`src/rtl/fetch_controller.sv`:
```
// Fetch sequencer for a 1-cycle synchronous instruction memory, with a DEPTH-entry
// instruction buffer feeding decode. Define FETCH_PERF_EN to add fetch/bubble counters.
module fetch_controller #(
   parameter logic [31:0] RESET_PC = 32'h0000_0000,
   parameter int          DEPTH    = 4
) (
   input  logic        clk,
   input  logic        rst_n,
   input  logic        redirect_valid,
   input  logic [31:0] redirect_pc,
   output logic        imem_en,
   output logic [31:0] imem_addr,
   input  logic [31:0] imem_rdata,
   output logic        inst_valid,
   input  logic        inst_ready,
   output logic [31:0] inst_data,
   output logic [31:0] inst_pc
`ifdef FETCH_PERF_EN
   ,
   output logic [31:0] perf_fetch_cnt,
   output logic [31:0] perf_bubble_cnt
`endif
);

   localparam int AW = $clog2(DEPTH);
   localparam logic [AW+1:0] LP_DEPTH = (AW+2)'(DEPTH);

   logic [31:0]   r_fetch_pc;
   logic          r_req_vld_p1;
   logic [31:0]   r_req_pc_p1;
   logic          r_kill_p1;
   logic [AW:0]   r_count;
   logic [AW-1:0] r_rd_ptr;
   logic [AW-1:0] r_wr_ptr;
   logic [31:0]   r_buf_data [DEPTH];
   logic [31:0]   r_buf_pc   [DEPTH];

   logic          w_pop;
   logic          w_push;
   logic          w_issue;
   logic [AW+1:0] w_occ;
   logic [31:0]   w_redirect_tgt;
   logic          w_unused;

   assign w_redirect_tgt = {redirect_pc[31:2], 2'b00};
   assign w_unused       = &{1'b0, redirect_pc[1:0]};

   // Credit check counts the in-flight word so a returning response always has a slot.
   assign inst_valid = (r_count != '0);
   assign w_pop      = inst_valid & inst_ready;
   assign w_occ      = {1'b0, r_count} + (AW+2)'(r_req_vld_p1) - (AW+2)'(w_pop);
   assign w_issue    = rst_n & ~redirect_valid & (w_occ < LP_DEPTH);
   assign w_push     = r_req_vld_p1 & ~r_kill_p1 & ~redirect_valid;

   assign imem_en   = w_issue;
   assign imem_addr = r_fetch_pc;
   assign inst_data = r_buf_data[r_rd_ptr];
   assign inst_pc   = r_buf_pc[r_rd_ptr];

   // Stage p0 -> p1: request issue; buffer control and redirect flush
   always_ff @(posedge clk or negedge rst_n) begin
      if (!rst_n) begin
         r_fetch_pc   <= RESET_PC;
         r_req_vld_p1 <= 1'b0;
         r_kill_p1    <= 1'b0;
         r_count      <= '0;
         r_rd_ptr     <= '0;
         r_wr_ptr     <= '0;
      end else begin
         r_req_vld_p1 <= w_issue;
         r_kill_p1    <= redirect_valid;
         if (redirect_valid) begin
            r_fetch_pc <= w_redirect_tgt;
            r_count    <= '0;
            r_rd_ptr   <= '0;
            r_wr_ptr   <= '0;
         end else begin
            if (w_issue) r_fetch_pc <= r_fetch_pc + 32'd4;
            if (w_push)  r_wr_ptr   <= r_wr_ptr + 1'b1;
            if (w_pop)   r_rd_ptr   <= r_rd_ptr + 1'b1;
            if (w_push && !w_pop)
               r_count <= r_count + 1'b1;
            else if (!w_push && w_pop)
               r_count <= r_count - 1'b1;
         end
      end
   end

   // Stage p1 -> buffer: request PC travels with the memory response
   always_ff @(posedge clk) begin
      if (w_issue) r_req_pc_p1 <= r_fetch_pc;
      if (w_push) begin
         r_buf_data[r_wr_ptr] <= imem_rdata;
         r_buf_pc[r_wr_ptr]   <= r_req_pc_p1;
      end
   end

`ifdef FETCH_PERF_EN
   logic [31:0] r_perf_fetch;
   logic [31:0] r_perf_bubble;

   always_ff @(posedge clk or negedge rst_n) begin
      if (!rst_n) begin
         r_perf_fetch  <= '0;
         r_perf_bubble <= '0;
      end else begin
         if (w_pop)                     r_perf_fetch  <= r_perf_fetch + 32'd1;
         if (inst_ready && !inst_valid) r_perf_bubble <= r_perf_bubble + 32'd1;
      end
   end

   assign perf_fetch_cnt  = r_perf_fetch;
   assign perf_bubble_cnt = r_perf_bubble;
`endif

endmodule

```
`config.mk`:
```
export PLATFORM = sky130hd
export DESIGN_NAME = fetch_controller
export DESIGN_NICKNAME = d
export VERILOG_FILES = /design/src/rtl/fetch_controller.sv
export SDC_FILE = /design/constraint.sdc
export NUM_CORES = 1
export LEC_CHECK = 0
export ABC_AREA = 1
export BUFFER_PORTS_ARGS = -buffer_cell sky130_fd_sc_hd__buf_2
export CAP_MARGIN = 5
export CORE_MARGIN = 5
export CORE_UTILIZATION = 62
export CTS_BUF_LIST = sky130_fd_sc_hd__clkbuf_16
export CTS_CLUSTER_SIZE = 24
export DETAILED_ROUTE_END_ITERATION = 10
export PLACE_DENSITY = 0.86
export SLEW_MARGIN = 20
export SYNTH_ARGS = -nofsm -noshare
export SYNTH_HDL_FRONTEND = slang
export SYNTH_SLANG_ARGS = --single-unit
```
`constraint.sdc`:
```
create_clock -name clk -period 6.89 [get_ports clk]
set_clock_uncertainty 0.1 [all_clocks]
set_input_delay 0.689 -clock clk [delete_from_list [all_inputs] [get_ports clk]]
set_output_delay 0.689 -clock clk [all_outputs]
set_load 0.01 [all_outputs]
```
==> key figures, run 1 <==
Logic synthesis
  • Primary FF master, synth: edfxtp_1
  • Asr flop ratio synth: 12.30%
  • Synth Area in Simple Gates: approximately 14%
  • Post-synthesis mux area share: 0%
  • Post-synth EDFFs: 278
  • Synth Area in Adders: 0.9217%
  • Sequential fraction of the synthesis area: 71.54%
  • Synth Area in Compound Gates: 9.341%
  • Post-synth cell types: 34
  • Cells after synthesis: 1120
  • Netlist area before placement: 13030 sq um
  • Yosys warning count: 0
  • Mean post-synth cell area: 11.64 sq um
  • Largest family of logic cells by synthesized area: simple AND/OR/NAND/NOR gates
  • #FFs+latches synth: between 300 and 400
  • Synth Area in XOR/XNOR: less than 1%

Worst hold path
  • Hold WC Path Type: input port to asynchronous set/reset pin

Placed design
  • Port bufs: 159
  • Post-DP HPWL: around 18 mm
  • Placer Congestion: 0.9151
  • Dpl cells: 1514
  • Cell area after placement: about 14000 sq um
  • DP Worst Slack: about 2.9 ns

Routing
  • Remaining DRCs: 0
  • Metal3 WL: 2.436 mm
  • Metal2 WL: between 10 and 15 mm
  • Vias per cell: 5.799
  • Via count: 9110
  • Highest routed metal layer: met4
  • DRT Pass-1 Iters: 5
  • Wire length on met1: 11.39 mm
  • Antenna Nets Post-Route: 0
  • First DRT Iteration DRCs: approximately 810
  • Drt wl/cell: between 15 and 20 um
  • Final WL: 28.68 mm

Pwr
  • Psw: 1.492 mW
  • Pwr Total: 4.980 mW
  • Worst VDD drop: 0.2044 mV
  • Int Pwr: 3.488 mW
  • Switching share of power: 29.96%
  • Comb pwr share: between 20% and 30%
  • Clock share of power: 30.8%
  • PwrDens: 331.4 nW/um^2
  • Leakage: 5.684 nW
  • Sequential group share of total power: 48.2%

Worst setup path
  • CP arrival: 3.10 ns
  • Setup CP Type: flip-flop to primary output
  • CP max FO: between 40 and 50
  • Startpoint types: flip-flop
  • Crit end category: primary output
  • Reg2Reg Setup Slack: 3.97 ns
  • Worst EP required: ~6 ns

Global route
  • Gr usage total: 23.41%
  • Final global-route overflow total: 0
  • Initial antenna violation count: 0
  • First-pass GRT wire length: approximately 45 mm
  • Largest net degree at the start of global routing: approximately 130
  • Vias in the first global route: 8900

STA
  • Slew margin rel.: a little over a quarter
  • WHS: 0.1140 ns
  • Actual slew at the worst max-slew pin: 1.096 ns
  • Setup TNS: 0 ns
  • Setup Viol. Count Final: 0
  • Peak Freq: 257.2 MHz
  • Final hold violation count: 0
  • RSZ-0062 raised after global routing: false
  • Final Slew Violations: 0
  • Crit share post-route: 56.44%
  • Tmin final: ~3.9 ns
  • Setup ws final: about 3.0 ns

Clocking
  • CTS tree: done
  • Worst-path clk slew: 0.06 ns
  • H-Tree Depth: 1
  • Post-CTS resize count: 0
  • Root buffer cell: clkbuf_16
  • CTS Hold Bufs: 0
  • Sink Count: 317
  • Setup Buffers After CTS: 0
  • Max clock buf depth: 3
  • Clk_lat worst skew: 0.54 ns
  • Inserted Clock Buffers: 30

Floorplan
  • Die height: 155.0 um
  • Initial Utilization: 62.39%
  • Core Rows: 53
  • Num ports: 166
  • DIE WIDTH: 155.0 um
  • Core footprint: 20890 sq um
  • Die Footprint: about 24000 sq um

Cells and area
  • Commonest non-fill, non-tap cell in the layout: edfxtp_1
  • Nets@finish: 1349
  • Leading cell types in the layout, fill and taps excluded: 278 x edfxtp_1, 197 x nand2_1, 173 x nor2_1, 159 x buf_2, 140 x o21ai_0
  • Final cell count without fillers: roughly 1600
  • Final Cell Area: 15030 sq um
  • N_diodes: 0
  • Synth-to-Final Area Change: 15.31%
  • Layout cell share with drive strength beyond 1: 18.67%
  • Util after Layout: between 70% and 80%

Run status
  • Outcome: finished clean

Job
  • Max cap viols: 0
logic make-up after synthesis:
kind of cell    count (synthesis)
xor+xnor                        3
flops                         317
fa+ha+maj                       9
simple gates                  457
buf+inv                       110
compound gates                223
other cells                     1
worst max-delay path, stage by stage, from the launching register on:
cell and delay [ns]:
dfrtp_1 0.38, inv_1 0.13, nand3_1 0.11, nand2_1 0.20, inv_1 0.10, ha_1 0.19
inv_1 0.05, ha_1 0.23, nand4_1 0.13, nand2_1 0.09, nand2_1 0.06, nand2_1 0.08
nor2_4 0.10, buf_4 0.44, buf_2 0.23
power groups by stage:
stage / registers (mW) / logic, mW / clock network, mW
6_report: 2.40 / 1.05 / 1.53
5_1_grt: 2.42 / 1.17 / 1.65
4_1_cts: 2.39 / 1.05 / 1.56
3_5_place_dp: 2.43 / 1.04 / 0
3_3_place_gp: 2.43 / 1.01 / 0
2_1_floorplan: 2.40 / 0.662 / 0
layout make-up:
class / instances / area [sq um]
clock inverters: 25 / 162.7
clock buffers: 31 / 775.7
well taps: 275 / 344.1
flip-flops and latches: 317 / 9329
multi-input cells: 696 / 3283
repair buffers: 174 / 932.1
inverters: 53 / 201.4
fillers: 1364 / 5861
metal layers:
metal | vias up | global-route usage, %
met2 | 470 | 38.99
met5 | - | 0
met1 | 4320 | 31.64
met3 | 64 | 3.143
met4 | 0 | 9.504
li1 | 4256 | -
worst paths after layout:
path                                      start           endpoint  cells after the start
worst max-delay path                 r_count[1]            imem_en                     14
worst min-delay path                      rst_n      imem_addr[28]                      2
worst max register to register       r_count[2]      imem_addr[10]                     16
worst min register to register  r_req_pc_p1[10]    r_buf_pc[1][10]                      0
max in group asynchronous                 rst_n        r_rd_ptr[0]                      2
min in group clk                 imem_rdata[26]  r_buf_data[0][26]                      1
state kept, by name, indices dropped and copies added (netlist names):
signal / count
imem_addr: 30
r_buf_pc: 120
r_kill_p1: 1
r_wr_ptr: 2
r_req_vld_p1: 1
r_req_pc_p1: 30
r_count: 3
r_buf_data: 128
r_rd_ptr: 2
Yosys cell counts (all sizes together), types with 5 or more instances:
| master | instances | share of area [%] |
|---|---|---|
| edfxtp | 278 | 64 |
| nand2 | 203 | 6.0 |
| nor2 | 182 | 5.5 |
| o21ai | 146 | 5.6 |
| nand3 | 68 | 2.7 |
| o22ai | 63 | 3.0 |
| inv | 52 | 1.5 |
| dfrtp | 39 | 7.5 |
| clkbuf | 35 | 1.0 |
| buf | 22 | 1.1 |
| ha | 8 | 0.77 |
| a21oi | 7 | 0.30 |
| o21bai | 5 | 0.29 |
Power figures use the tool's default switching activity.
==> run 2, diff against run 1 <==
--- a/config.mk
+++ b/config.mk
@@ -5,15 +5,15 @@
 export SDC_FILE = /design/constraint.sdc
 export NUM_CORES = 1
 export LEC_CHECK = 0
-export ABC_AREA = 1
+export ABC_AREA = 0
 export BUFFER_PORTS_ARGS = -buffer_cell sky130_fd_sc_hd__buf_2
 export CAP_MARGIN = 5
 export CORE_MARGIN = 5
-export CORE_UTILIZATION = 62
+export CORE_UTILIZATION = 52
 export CTS_BUF_LIST = sky130_fd_sc_hd__clkbuf_16
 export CTS_CLUSTER_SIZE = 24
 export DETAILED_ROUTE_END_ITERATION = 10
-export PLACE_DENSITY = 0.86
+export PLACE_DENSITY = 0.77
 export SLEW_MARGIN = 20
 export SYNTH_ARGS = -nofsm -noshare
 export SYNTH_HDL_FRONTEND = slang
==> constraint.sdc (replaced) <==
create_clock -name clk -period 3.3 [get_ports clk]
set_clock_uncertainty 0.1 [all_clocks]
set_input_delay 0.33 -clock clk [delete_from_list [all_inputs] [get_ports clk]]
set_output_delay 0.33 -clock clk [all_outputs]
set_load 0.01 [all_outputs]
==> run 2 against run 1 <==
  * Utilization down 7.3 points
  * First-iteration DRC count down 33%
  * Via count down 26%
  * Setup slack worse by 2.9 ns
  * Total power up 100%
  * Combinational power up 95%
  * Highest routed layer unchanged
==> key figures, run 2 <==
Placed design
  • Port bufs: ~160
  • Cell area after placement: 13550 sq um
  • Placer Congestion: 0.8403
  • Post-DP HPWL: approximately 15 mm

Global route
  • Largest net degree at the start of global routing: between 50 and 60
  • Initial antenna violation count: 0
  • Final global-route overflow total: 0
  • Vias in the first global route: 7032
  • First-pass GRT wire length: between 30 and 40 mm
  • Gr usage total: about a fifth

STA
  • Tmin final: between 3 and 4 ns
  • Setup TNS: 0 ns
  • Final Slew Violations: 0
  • Peak Freq: 312.2 MHz
  • Final hold violation count: 0
  • Actual slew at the worst max-slew pin: 0.6267 ns
  • Crit share post-route: a little over nine tenths
  • Setup Viol. Count Final: 0
  • Slew margin rel.: 57.14%

Logic synthesis
  • Primary FF master, synth: edfxtp_1
  • Most instantiated cells after synthesis: 278 x edfxtp_1, 62 x mux4_2, 39 x dfrtp_1
  • Yosys warning count: 0
  • Asr flop ratio synth: 12.30%
  • Mean post-synth cell area: between 15 and 20 sq um
  • Sequential fraction of the synthesis area: approximately 76%
  • Top post-synthesis cells by area: edfxtp_1 68%, mux4_2 11%, dfrtp_1 7.9%
  • Netlist area before placement: 12290 sq um
  • Post-synth cell types: 48
  • Cells after synthesis: 633
  • Post-synth top area cell: edfxtp_1
  • Top-count cell post-synth: edfxtp_1
  • Yosys top cell area share: 67.90%
  • Post-synth EDFFs: 278
  • #FFs+latches synth: 317

Clocking
  • Root buffer cell: clkbuf_16
  • Max clock buf depth: 3
  • CTS tree: done
  • Clk_lat worst skew: 0.54 ns
  • H-Tree Depth: 1
  • Sink Count: 317
  • Inserted Clock Buffers: 31
  • Worst-path clk slew: about 0.060 ns

Worst setup path
  • Reg2reg start: r_count[2]
  • Worst r2r dst: imem_addr[22]
  • Startpoint types: flip-flop
  • Setup CP Type: flip-flop to primary output
  • CP max FO: 4
  • Cells on worst reg2reg path: 9
  • CP arrival: between 2 and 3 ns
  • Crit end category: primary output
  • Worst EP required: 2.87 ns
  • Reg2Reg Setup Slack: 0.21 ns

Run status
  • Outcome: finished clean

Floorplan
  • DIE WIDTH: between 150 and 200 um
  • Core footprint: between 20000 and 25000 sq um
  • Die height: 163.8 um
  • Die Footprint: around 27000 sq um
  • Num ports: between 150 and 200
  • Core Rows: 56
  • Initial Utilization: 52.53%

Cells and area
  • Top flop regs: r_buf_data (128), r_buf_pc (120)
  • Fillcell total: 1646
  • Leading cell types in the layout, fill and taps excluded: 278 x edfxtp_1, 158 x buf_2, 64 x dlygate4sd3_1, 62 x mux4_2, 37 x dfrtp_1
  • Commonest non-fill, non-tap cell in the layout: edfxtp_1
  • Synth-to-Final Area Change: 23.10%
  • N_diodes: 0
  • Layout cell share with drive strength beyond 1: 32.45%
  • Final Cell Area: 15130 sq um
  • Top reg by flops: r_buf_data
  • Largest register FFs: 128
  • Nets@finish: 958

Worst hold path
  • Hold WC Path Type: input port to asynchronous set/reset pin

Routing
  • DRT Pass-1 Iters: 5
  • Drt wl/cell: slightly above 20 um
  • Vias per cell: 5.497
  • Via count: 6717
  • Remaining DRCs: 0
  • First DRT Iteration DRCs: 540
  • Final WL: 24.89 mm
  • Antenna Nets Post-Route: 0

Pwr
  • PwrDens: around 660 nW/um^2
  • Int Pwr: 7.383 mW
  • Sequential group share of total power: 49.3%
  • Psw: 2.673 mW
  • Leakage: around 5.3 nW
  • Switching share of power: 26.58%
  • Clock share of power: 30.3%
  • Comb pwr share: between 20% and 30%
  • Worst VDD drop: 0.3141 mV

Job
  • Max cap viols: 0
## run 2: layout make-up
class / instances / area (sq um) / area share (%)
Sequential cell: 317 / 9331 / 61.66
Multi-Input combinational cell: 272 / 2796 / 18.48
Timing Repair Buffer: 247 / 1685 / 11.14
Clock buffer: 31 / 775.7 / 5.126
Tap cell: 319 / 399.1 / 2.637
Clock inverter: 24 / 97.59 / 0.6448
Inverter: 12 / 48.80 / 0.3224
## run 2: what timing repair did
item,in CTS,in global routing
setup endpoints to repair,1,1
hold endpoints to repair,201,0
gates cloned,0,0
pin swaps,1,2
buffers inserted,2,6
resized for setup,1,1
hold buffers,64,0
## run 2: cells by family (layout without fill, tap and decap cells)
family	Yosys count	after routing	synth area share [%]
other	1	4	0.03050
XOR/XNOR	30	30	2.137
buffers and inverters	47	314	1.649
multiplexers	67	67	11.80
adder cells (fa/ha/maj)	9	9	0.9770
AO/OA/AOI/OAI	57	57	3.074
AND/OR/NAND/NOR	105	105	4.498
flip-flops	317	317	75.84
## run 2: power by group through the flow
stage	combinational (mW)	sequential [mW]	clock, mW
floorplan	1.33	4.88	0
global placement	1.93	5.03	0
detailed placement	1.94	5.05	0
CTS	2.02	4.97	3.11
global route	2.23	5.00	3.30
finish	2.05	4.96	3.05
## run 2: worst max-delay path: stages (launching register included)
cell	delay, ns
dfrtp_1	0.39
o31a_1	0.32
ha_1	0.18
inv_1	0.05
ha_1	0.22
and3b_4	0.19
or4_4	0.43
a21o_4	0.25
clkinvlp_4	0.08
buf_6	0.10
## run 2: through the flow
stage	power [mW]	setup slack, ns	hold slack [ns]	utilization [%]	cells
after floorplan	6.213	0.09788	-0.06559	-	636
final	10.06	0.09659	0.3311	64.67	1222
after global placement	6.956	0.2128	0.3752	57.89	1095
after global routing	10.53	-0.005285	0.3876	64.67	1222
after detailed placement	6.991	0.1737	0.3750	57.89	1095
after CTS	10.10	0.06196	0.2570	64.45	1216
## run 2: worst max-delay path by stage
stage / slack (ns) / endpoint / start / cells past startpoint
final: 0.1 / imem_en / r_count[2] / 9
after global routing: -0.005 / imem_en / r_count[2] / 9
after CTS: 0.06 / imem_en / r_count[1] / 9
after detailed placement: 0.17 / imem_addr[27] / r_count[1] / 9
after global placement: 0.21 / imem_addr[27] / r_count[1] / 9
after floorplan: 0.1 / r_req_pc_p1[10] / r_count[1] / 9
## run 2: routing by layer
layer	track usage, %	wire (um)
met5	0	0
met3	3.338	1769
met1	27.58	10650
met4	3.812	341
met2	30.31	12130
==> run 3, diff against run 2 <==
--- a/config.mk
+++ b/config.mk
@@ -9,11 +9,11 @@
 export BUFFER_PORTS_ARGS = -buffer_cell sky130_fd_sc_hd__buf_2
 export CAP_MARGIN = 5
 export CORE_MARGIN = 5
-export CORE_UTILIZATION = 52
+export CORE_UTILIZATION = 62
 export CTS_BUF_LIST = sky130_fd_sc_hd__clkbuf_16
 export CTS_CLUSTER_SIZE = 24
 export DETAILED_ROUTE_END_ITERATION = 10
-export PLACE_DENSITY = 0.77
+export PLACE_DENSITY = 0.86
 export SLEW_MARGIN = 20
 export SYNTH_ARGS = -nofsm -noshare
 export SYNTH_HDL_FRONTEND = slang
==> constraint.sdc (replaced) <==
create_clock -name clk -period 3.8 [get_ports clk]
set_clock_uncertainty 0.1 [all_clocks]
set_input_delay 0.38 -clock clk [delete_from_list [all_inputs] [get_ports clk]]
set_output_delay 0.38 -clock clk [all_outputs]
set_load 0.01 [all_outputs]
==> run 3 against run 2 <==
  * Routed wire length up 3.5%
  * Global-route usage increased by 4.5 points
  * Clock power is 6% lower
  * Cell count decreased by 6.1%
  * Via count increased by 2.9%
  * Design area is 1.3% lower
  * Non-clock buffer count shrank 19
  * Utilization increased by 12 points
  * Critical endpoint unchanged
==> key figures, run 3 (synthesis results as in run 2) <==
Floorplan
  • Num ports: 166
  • Core footprint: 19460 sq um
  • DIE WIDTH: 150.8 um
  • Die height: 150.8 um
  • Initial Utilization: 63.17%
  • Die Footprint: 22750 sq um
  • Core Rows: 51

STA
  • Setup TNS: 0 ns
  • Setup ws final: 0.1295 ns
  • Setup Viol. Count Final: 0
  • Tmin final: between 3 and 4 ns
  • Peak Freq: roughly 270 MHz
  • WHS: around 0.027 ns
  • Crit share post-route: 96.59%
  • Slew margin rel.: 36.67%
  • Final Slew Violations: 0
  • RSZ-0062 raised after global routing: false
  • Actual slew at the worst max-slew pin: 0.9500 ns
  • Final hold violation count: 0

Placed design
  • DP Worst Slack: 0.5699 ns
  • Cell area after placement: 13380 sq um
  • Post-DP HPWL: around 15 mm
  • Dpl cells: 1033
  • Placer Congestion: 0.9197
  • Port bufs: between 150 and 200

Cells and area
  • Leading cell types in the layout, fill and taps excluded: 278 x edfxtp_1, 159 x buf_2, 62 x mux4_2, 61 x dlygate4sd3_1, 37 x dfrtp_1
  • Fillcell total: 1060
  • Synth-to-Final Area Change: 21.51%
  • Multi-input logic area: ~2800 sq um
  • Layout cell share with drive strength beyond 1: 32.09%
  • Top flop regs: r_buf_data (128), r_buf_pc (120)
  • Register Area: between 9000 and 10000 sq um
  • Final Cell Area: 14940 sq um
  • Largest register FFs: 128
  • Nets@finish: around 940
  • Top reg by flops: r_buf_data
  • Commonest non-fill, non-tap cell in the layout: edfxtp_1
  • Final cell count without fillers: 1147
  • N_diodes: 0

Clocking
  • Worst-path clk slew: 0.06 ns
  • Clk_lat worst skew: 0.54 ns
  • Sink Count: 317
  • Max clock buf depth: 3
  • Post-CTS resize count: 0
  • H-Tree Depth: 1
  • CTS tree: done
  • Inserted Clock Buffers: 30
  • Setup Buffers After CTS: 0
  • Root buffer cell: clkbuf_16

Worst hold path
  • Worst Hold Depth: 3
  • Hold path start: redirect_pc[31]
  • Hold EP: imem_addr[31]
  • Hold WC Path Type: input port to flip-flop

Routing
  • Via count: 6911
  • Remaining DRCs: 0
  • First DRT Iteration DRCs: 641
  • Final WL: around 26 mm
  • Vias per cell: 6.025
  • DRT Pass-1 Iters: 6
  • Drt wl/cell: roughly 22 um
  • Antenna Nets Post-Route: 0

Worst setup path
  • Reg2reg start: r_count[1]
  • Crit end category: primary output
  • Worst EP required: around 3.3 ns
  • Slowest-stage cell, CP: or4_4
  • Slowest Stage Delay on Critical Path: about 0.56 ns
  • CP max FO: 18
  • Cells on worst reg2reg path: 9
  • Startpoint types: flip-flop
  • CP arrival: 3.19 ns
  • CP cell instances: o31a_1 > ha_1 > inv_1 > ha_1 > and3b_4 > or4_4 > a21o_1 > inv_1 > buf_2
  • Reg2Reg Setup Slack: 0.47 ns
  • Setup CP Type: flip-flop to primary output
  • Worst r2r dst: imem_addr[27]

Global route
  • Final global-route overflow total: 0
  • Vias in the first global route: 7359
  • Gr usage total: a little under a quarter
  • Largest net degree at the start of global routing: 63
  • First-pass GRT wire length: 40.42 mm
  • Initial antenna violation count: 0

Run status
  • Outcome: finished clean

Pwr
  • Worst VDD drop: 0.3513 mV
  • PwrDens: 596.4 nW/um^2
  • Leakage: around 5.2 nW

Job
  • Max cap viols: 0
-- run 3: changes by cell type in the layout (fill, tap and decap cells not counted), moves of 3 or more --
| cell | change |
|---|---|
| buf_12 | -3 |
| buf_4 | -13 |
| bufinv_16 | +3 |
| clkinv_1 | +3 |
| clkinv_2 | +5 |
| dlygate4sd3_1 | -3 |
| inv_1 | -12 |
-- run 3: layout make-up --
type,instances,area share [%]
multi-input cells,272,18.67
clock inverters,22,1.189
clock buffers,31,5.193
well taps,265,2.219
repair buffers,228,9.983
inverters,12,0.3015
flip-flops and latches,317,62.45
-- run 3: worst max path at each step --
stage	from	end	slack, ns
after floorplan	r_count[1]	r_req_pc_p1[10]	0.32
after global placement	r_count[1]	imem_addr[27]	0.62
after detailed placement	inst_ready	imem_addr[27]	0.57
after CTS	r_count[1]	imem_en	0.08
after global routing	r_count[1]	imem_en	0.07
final	r_count[1]	imem_en	0.13
-- run 3: what timing repair did --
item / in CTS / in global routing
hold endpoints to repair: 174 / 0
hold buffers: 61 / 0
endpoints found under the setup margin: 0 / 1
-- run 3: per-layer routing --
metal,up-vias,global-route usage [%],part of all wire (%)
met5,-,0,0
met1,3493,32.78,39
li1,2995,-,-
met4,0,6.346,2.5
met2,353,38.85,50
met3,70,3.680,8.1
-- run 3: where the power goes --
group	internal [mW]	switching, mW	total, mW	leakage (nW)
Clock	1.67	1.19	2.86	0.485
Combinational	0.846	0.894	1.74	1.71
Sequential	4.05	0.265	4.31	2.98
-- run 3: stage by stage --
step | power [mW] | utilization (%)
2_1_floorplan | 5.393 | -
3_3_place_gp | 5.974 | 68.72
3_5_place_dp | 6.060 | 68.72
4_1_cts | 8.960 | 76.76
5_1_grt | 9.272 | 76.76
6_report | 8.910 | 76.76
-- run 3: critical path, delay by kind of cell (launching register included) --
family | cells | cell delay (ns)
AND/OR/NAND/NOR | 2 | 0.76
AO/OA/AOI/OAI | 2 | 0.67
flip-flops | 1 | 0.43
adder cells (fa/ha/maj) | 2 | 0.43
buffers and inverters | 3 | 0.35
